[config.mk]
export PLATFORM = sky130hd
export DESIGN_NAME = fraction_reducer
export DESIGN_NICKNAME = d
export VERILOG_FILES = /design/src/rtl/fraction_reducer.sv
export SDC_FILE = /design/constraint.sdc
export NUM_CORES = 1
export LEC_CHECK = 0
export ABC_AREA = 1
export BUFFER_PORTS_ARGS = -buffer_cell sky130_fd_sc_hd__buf_2
export CAP_MARGIN = 10
export CORE_MARGIN = 2
export CORE_UTILIZATION = 55
export CTS_BUF_LIST = sky130_fd_sc_hd__clkbuf_2
export DETAILED_ROUTE_END_ITERATION = 7
export PLACE_DENSITY = 0.77
export SETUP_SLACK_MARGIN = 0.5
export SLEW_MARGIN = 25
export SYNTH_ARGS = -nofsm -noshare
export SYNTH_HDL_FRONTEND = slang
export SYNTH_SLANG_ARGS = --single-unit
[constraint.sdc]
create_clock -name clk -period 2.59 [get_ports clk]
set_clock_uncertainty 0.1 [all_clocks]
set_input_delay 0.3885 -clock clk [delete_from_list [all_inputs] [get_ports clk]]
set_output_delay 0.3885 -clock clk [all_outputs]
set_load 0.01 [all_outputs]
[src/rtl/fraction_reducer.sv]
// fraction_reducer: reduces num/den to lowest terms using an external GCD block and two restoring dividers
module fraction_reducer #(
  parameter int WIDTH   = 8,
  parameter int TIMEOUT = 255
) (
  input  logic             clk,
  input  logic             rst,
  input  logic             start,
  input  logic [WIDTH-1:0] num,
  input  logic [WIDTH-1:0] den,
  output logic             busy,
  output logic             done,
  output logic             err,
  output logic [WIDTH-1:0] num_out,
  output logic [WIDTH-1:0] den_out,
  output logic             gcd_start,
  output logic [WIDTH-1:0] gcd_a,
  output logic [WIDTH-1:0] gcd_b,
  input  logic             gcd_done,
  input  logic [WIDTH-1:0] gcd_result
);
  localparam int CW = $clog2((TIMEOUT > WIDTH ? TIMEOUT : WIDTH) + 1);
  localparam logic [CW-1:0] TO_LAST = CW'(TIMEOUT - 1);
  localparam logic [CW-1:0] DV_LAST = CW'(WIDTH - 1);
  typedef enum logic [2:0] {IDLE, REQ, WAIT, DIV, DONE} state_t;
  state_t state_q, state_d;
  logic [CW-1:0] cnt_q, cnt_d;
  logic [WIDTH-1:0] a_q, a_d, b_q, b_d, g_q, g_d;
  logic [WIDTH-1:0] nq_q, nq_d, nr_q, nr_d, dq_q, dq_d, dr_q, dr_d;
  logic [WIDTH-1:0] no_q, no_d, dn_q, dn_d;
  logic err_q, err_d;
  logic [2*WIDTH-1:0] n_step, d_step;

  // One restoring step: shift the next dividend bit into the remainder, subtract if it fits.
  function automatic logic [2*WIDTH-1:0] div_step(input logic [WIDTH-1:0] r, q, d);
    logic [WIDTH:0] t;
    t = {r, q[WIDTH-1]};
    return (t >= {1'b0, d}) ? {WIDTH'(t - {1'b0, d}), q[WIDTH-2:0], 1'b1}
                            : {t[WIDTH-1:0], q[WIDTH-2:0], 1'b0};
  endfunction

  assign n_step = div_step(nr_q, nq_q, g_q);
  assign d_step = div_step(dr_q, dq_q, g_q);

  always_comb begin
    state_d = state_q;
    cnt_d   = cnt_q;
    a_d     = a_q;
    b_d     = b_q;
    g_d     = g_q;
    nq_d    = nq_q;
    nr_d    = nr_q;
    dq_d    = dq_q;
    dr_d    = dr_q;
    no_d    = no_q;
    dn_d    = dn_q;
    err_d   = err_q;
    case (state_q)
      IDLE: if (start) begin
        a_d     = num;
        b_d     = den;
        state_d = ~|{num, den} ? DONE : REQ;
        if (~|{num, den}) begin
          err_d = 1'b1;
          no_d  = '0;
          dn_d  = '0;
        end
      end
      REQ: begin
        state_d = WAIT;
        cnt_d   = '0;
      end
      WAIT: if (gcd_done) begin
        g_d     = gcd_result;
        nq_d    = a_q;
        nr_d    = '0;
        dq_d    = b_q;
        dr_d    = '0;
        cnt_d   = '0;
        state_d = DIV;
      end else if (cnt_q == TO_LAST) begin
        state_d = DONE;
        err_d   = 1'b1;
        no_d    = '0;
        dn_d    = '0;
      end else begin
        cnt_d = cnt_q + 1'b1;
      end
      DIV: begin
        {nr_d, nq_d} = n_step;
        {dr_d, dq_d} = d_step;
        cnt_d        = cnt_q + 1'b1;
        if (cnt_q == DV_LAST) begin
          state_d = DONE;
          no_d    = n_step[WIDTH-1:0];
          dn_d    = d_step[WIDTH-1:0];
          err_d   = 1'b0;
        end
      end
      DONE: state_d = IDLE;
      default: state_d = IDLE;
    endcase
  end

  always_ff @(posedge clk) begin
    if (rst) begin
      state_q <= IDLE;
      cnt_q   <= '0;
      a_q     <= '0;
      b_q     <= '0;
      g_q     <= '0;
      nq_q    <= '0;
      nr_q    <= '0;
      dq_q    <= '0;
      dr_q    <= '0;
      no_q    <= '0;
      dn_q    <= '0;
      err_q   <= 1'b0;
    end else begin
      state_q <= state_d;
      cnt_q   <= cnt_d;
      a_q     <= a_d;
      b_q     <= b_d;
      g_q     <= g_d;
      nq_q    <= nq_d;
      nr_q    <= nr_d;
      dq_q    <= dq_d;
      dr_q    <= dr_d;
      no_q    <= no_d;
      dn_q    <= dn_d;
      err_q   <= err_d;
    end
  end

  assign busy      = state_q != IDLE;
  assign done      = state_q == DONE;
  assign gcd_start = state_q == REQ;
  assign err       = err_q;
  assign num_out   = no_q;
  assign den_out   = dn_q;
  assign gcd_a     = a_q;
  assign gcd_b     = b_q;
endmodule

# Word-level counts from Yosys, hierarchy flattened
# Cells that the tools add are included.
# op_classes
muxes	32
eq_ne	14
order_cmp	2
add_sub_neg	3
reduce_logical	12
# op_table
operator	count
two-way mux 8 bit	11
one-hot mux 8 bit (3 select lines)	3
one-hot mux 8 bit (2 select lines)	4
two-way mux 16 bit	2
>= comparator 9 x 8 -> 1 bit	2
OR reduction 16 bit	1
subtractor 8 bit	2
two-way mux 3 bit	5
inequality test 2 bit, second input constant	6
one-hot mux 3 bit (4 select lines)	1
nonzero test 3 bit	3
adder 8 x 1 -> 8 bit, second input constant	1
== test 8 x 3 -> 1 bit, second input constant	1
== test 8 bit, second input constant	1
AND reduction 2 bit	4
== test 3 x 2 -> 1 bit, second input constant	2
inequality test 3 bit, second input constant	2
AND reduction 6 bit	1
two-way mux 1 bit	5
== test 3 x 1 -> 1 bit, second input constant	1
== test 3 bit, second input constant	1
logical NOT 3 bit	1
one-hot mux 1 bit (3 select lines)	1
AND reduction 3 bit	1
nonzero test 2 bit	1
# totals
register_bits	84
output_inout_bits	36
inputBits	28
wordCells	75

# Longest topological paths before layout
# logic_depth
word_depth	4
ltp_mapped	13
mapped_depth_nobuf	13

# Worst setup path after synthesis
# OpenSTA, ideal clock, no wires.
# synth_path
path_kind	register to register
startpoint	reg g_q[1]
endpoint	reg dn_q[0] (netlist: den_out[0])
period_less_slack_ps	1824
slack_ps	766
t_required_ps	2362
n_path_buf	0
setup_ps	128
stages_incl_launch_ff	11
arrival_time_ps	1596
path_cell_list	dfxtp_1 > inv_1 > ha_1 > nand3_1 > nor2_1 > a21oi_2 > nand2_2 > nand2_1 > nand3_1 > nand2_1 > nor2_1
# synth_between
elab_chain_len	4
# synth_rtl
element	line_no	rtl
start, declared	28	logic [WIDTH-1:0] a_q, a_d, b_q, b_d, g_q, g_d;
start signal, assigned	124	g_q <= g_d;
>= comparator 9 x 8 -> 1 bit	38	return (t >= {1'b0, d}) ? {WIDTH'(t - {1'b0, d}), q[WIDTH-2:0], 1'b1}
two-way mux 16 bit	38	
two-way mux 8 bit	93	if (cnt_q == DV_LAST) begin
one-hot mux 8 bit (3 select lines)	58	case (state_q)
end signal, assigned	130	dn_q <= dn_d;
end, declared	30	logic [WIDTH-1:0] no_q, no_d, dn_q, dn_d;
# No other way between the ends. The select of a mux whose other input is x is not followed.
# A chain may end at the register's enable or synchronous reset.

# Worst setup path in the final report
# layout_path
startpoint	reg g_q[5]
endpoint	reg nq_q[0]
# layout_between
elab_chain_len	3
# layout_rtl
element	line_no	rtl
>= comparator 9 x 8 -> 1 bit	38	
two-way mux 16 bit	38	
one-hot mux 8 bit (2 select lines)	58	
end signal, assigned	125	nq_q <= nq_d;
end, declared	29	logic [WIDTH-1:0] nq_q, nq_d, nr_q, nr_d, dq_q, dq_d, dr_q, dr_d;
# No other way between the ends.

==> results.txt <==
- Result of the run: completed
* Cell area after layout: 5380 um^2
- The cell count after synthesis came out at approximately 660.
- Startpoint type of the worst setup path: flop
* Unrepaired setup endpoints after global routing: false
- The floorplan has 33 rows.
* Total half-perimeter wirelength after legalization and detailed placement: between 8000 and 9000 um
* CORE AREA: approximately 8100 um^2
* TritonCTS clock tree: built
- The multi-input combinational cells in the finished layout cover a total of 2550 um^2.
- Leading cell types in the layout, fill and taps excluded: nand2_1 (178), dfxtp_1 (81), a21oi_1 (79), nand3_1 (74), inv_1 (66)
- The worst setup path is captured at a flop.
* Number of vias after detailed routing: 4600
- Worst ir drop on vdd: about 540 uV
- Die area: between 8000 and 9000 um^2
* Drt first-iter violations: about 240
- Router iterations before antenna repair: 5
* Number of enable-type register cells in the synthesized netlist: 0
* Height of the die: 94.7 um
- The finished layout holds roughly 850 standard cells, fillers aside.
- Async S/R FF share, synth: 0
* Clock-pin slew on the worst setup and hold paths: between 0.2 and 0.3 ns
- For this configuration, the core starts out at a cell density of 0.560.
* Synthesis Warnings: 0
- The first global-routing pass estimated ~19000 um of wire.
- After detailed routing, the number of remaining DRC violations is 0.
* Final setup vio count: 0
- The via count of the first global-routing pass came to between 4000 and 5000.
- Final-layout fill cell count: ~700
- Fraction of final layout cells sized beyond drive strength 1: 0.185
- Post-synthesis sequential element count: 84
- Max-Slew Margin vs Limit: 0.575
- Critical Path Most Common Cell: nand2_1
- Boundary Pins: 64
- Clock latency on the worst-skew pair: about 0.55 ns
- Pwr per Cell Area: ~1100 nW/um^2
- Entering global routing, the biggest net connects 63 pins.
- In the final design database the tool counted around 790 nets.
- Summed over all layers, the routed wires come to roughly 12000 um.
- Each instance of the synthesized netlist takes up on average about 6.9 um^2.
- Worst hold-check slack: approximately 0.013 ns
* Buffer type at the clock tree root: clkbuf_2
- For the worst setup path, the data arrival time is ~2.4 ns.
* Number of buffers created by CTS: 9
- Counting tap cells, the placed design contains a total of ~800 instances.
- Congestion Overflow GR: 0
* RD Place Congestion: 0.970
- Of the synthesized area, sequential elements account for 0.371.
- Dominant synthesized flop cell: dfxtp_1
- Across every metal layer, demand over resource in global routing totals 0.266.
* Cell with the biggest individual delay on the critical path: ha_1
- The number of antenna diodes in the final layout is 0.
- The tool flagged a number of max-cap violations equal to 0.
- Combined flip-flop and latch cell area: roughly 1700 um^2
* Final critical-path share of the clock period: 0.765
* Syn-to-layout area delta: 18.8%
- Final setup TNS: 0 ns
* Post-Synthesis Net Count: 704
- The worst setup path is of the reg2reg kind.
- Using the TritonRoute via totals, the vias-per-cell ratio works out to 5.43.
* Number of pins with negative max-slew slack in the final report: 0
- At the worst endpoint, the required time is 2.98 ns.
- For the pin with the worst max-slew slack, the measured transition is between 0.6 and 0.7 ns.
- Post-synthesis instance area: ~4500 um^2
- The library cell used most frequently in the layout, excluding fill and tap cells, is nand2_1.
- Counting distinct cell types in the post-synthesis netlist gives 37.
- In this run the horizontal extent of the chip is 94.7 um.
- Worst min-delay path category: in2reg
* Final critical delay including setup and external delays: between 1.5 and 2 ns
* Count of buffers inserted at the top-level ports: 63
- Slowest Stage Delay on Critical Path: approximately 0.4 ns
- Ordered list of cells on the worst path: inv_1, ha_1, nand2_1, nor2_1, nand3_1, nand4_1, nand2_1, buf_4, a31oi_1
- The number of endpoints with negative hold slack in the final report was 0.
* Average wire per cell in the routed design: ~14 um
* Maximum level of the CTS H-tree: 3
- No sink is reached through more buffers than the 2 on the longest clock path.
- Number of antenna violations at the first check in global routing: 0
* Area of placed instances: roughly 4900 um^2
- Crit path max fanout: 6
- Based on the critical path, the design can be clocked at up to ~500 MHz.
* Leakage: ~0.0025 uW
* Sinks on Clock Net: 84
* Antenna Nets Post-Route: 0
flip-flops by register name (all words and copies together) (netlist names):
signal and cells:
den_out 8, dr_q 8, cnt_q 8, dq_q 8, err 1, nr_q 8
nq_q 8, gcd_a 8, gcd_b 8, state_q 3, g_q 8, num_out 8
critical path, delay by kind of cell, from the launching register on:
| kind | cells | cell delay [ns] |
|---|---|---|
| AO/OA/AOI/OAI | 1 | 0.12 |
| adder cells (fa/ha/maj) | 1 | 0.40 |
| buffers and inverters | 2 | 0.22 |
| flip-flops | 1 | 0.37 |
| AND/OR/NAND/NOR | 5 | 0.73 |
where the power goes:
group | internal [uW] | switching [uW]
logic | 1170 | 2020
clock network | 340 | 515
registers | 1480 | 151
total | 2990 | 2680
final cells by class:
class / instances / share of cell area
multi-input cells: 476 / 0.473
inverters: 70 / 0.0489
flip-flops and latches: 84 / 0.313
clock buffers: 9 / 0.00838
clock inverters: 7 / 0.0195
well taps: 105 / 0.0244
repair buffers: 96 / 0.112
kinds of logic (layout without fill, tap and decap cells):
family,Yosys count,in the layout,synth area share
buf+inv,97,182,0.0928
compound gates,107,107,0.125
fa+ha+maj,20,20,0.0586
simple gates,340,341,0.337
flops,84,84,0.371
xor+xnor,8,8,0.0155
metrics by stage:
stage	utilization	total power [uW]	setup slack (ns)
3_5_place_dp	0.602	4440	0.458
3_3_place_gp	0.602	4380	0.502
6_report	0.665	5680	0.609
2_1_floorplan	-	3850	0.766
4_1_cts	0.638	5320	0.463
5_1_grt	0.665	6150	0.486
path summary, 6_finish.rpt:
kind	from	to	slack [ns]	cells past startpoint
max	g_q[5]	nq_q[0]	0.61	9
min	den[0]	gcd_b[0]	0.01	3
max reg2reg	g_q[5]	nq_q[0]	0.61	9
min reg2reg	nq_q[7]	nq_q[7]	0.38	2
synthesized netlist by cell type, types with 2 or more instances:
master    instances  area, um^2
dfxtp_1          84        1680
or2_0             2        12.5
nand4_1           7        43.8
ha_1             18         225
o21bai_1          2        15.0
inv_1            67         251
nand2_1         179         672
buf_2             6        30.0
nand3b_1          8        60.1
xnor2_1           3        26.3
nand2_2           7        43.8
a31oi_1           8        50.1
a21oi_1          80         400
inv_2             3        11.3
o21ai_0          11        55.1
nor2_2            4        25.0
nor2_1           45         169
buf_6             5        56.3
nor2_4            4        45.0
xor2_1            5        43.8
buf_4             3        22.5
clkbuf_1         12        45.0
nand3_1          75         375
fa_1              2        40.0
nor3_1            3        15.0
nand2_4           2        22.5
repair_timing:
| item | CTS | global route |
|---|---|---|
| pin swaps | 0 | 5 |
| hold endpoints to repair | 13 | 1 |
| setup buffers | 0 | 12 |
| resized for setup | 3 | 18 |
| hold buffers | 13 | 1 |
| setup endpoints to repair | 13 | 38 |
| cloned | 0 | 1 |
layer usage:
| metal | GRT usage | up-vias | wire [um] |
|---|---|---|---|
| met4 | 0.0809 | 0 | 221 |
| li1 | - | 2299 | - |
| met2 | 0.440 | 142 | 5550 |
| met1 | 0.353 | 2138 | 5310 |
| met3 | 0.0479 | 21 | 674 |
| met5 | 0 | - | 0 |
No activity file was read; power rests on OpenSTA's default activity.
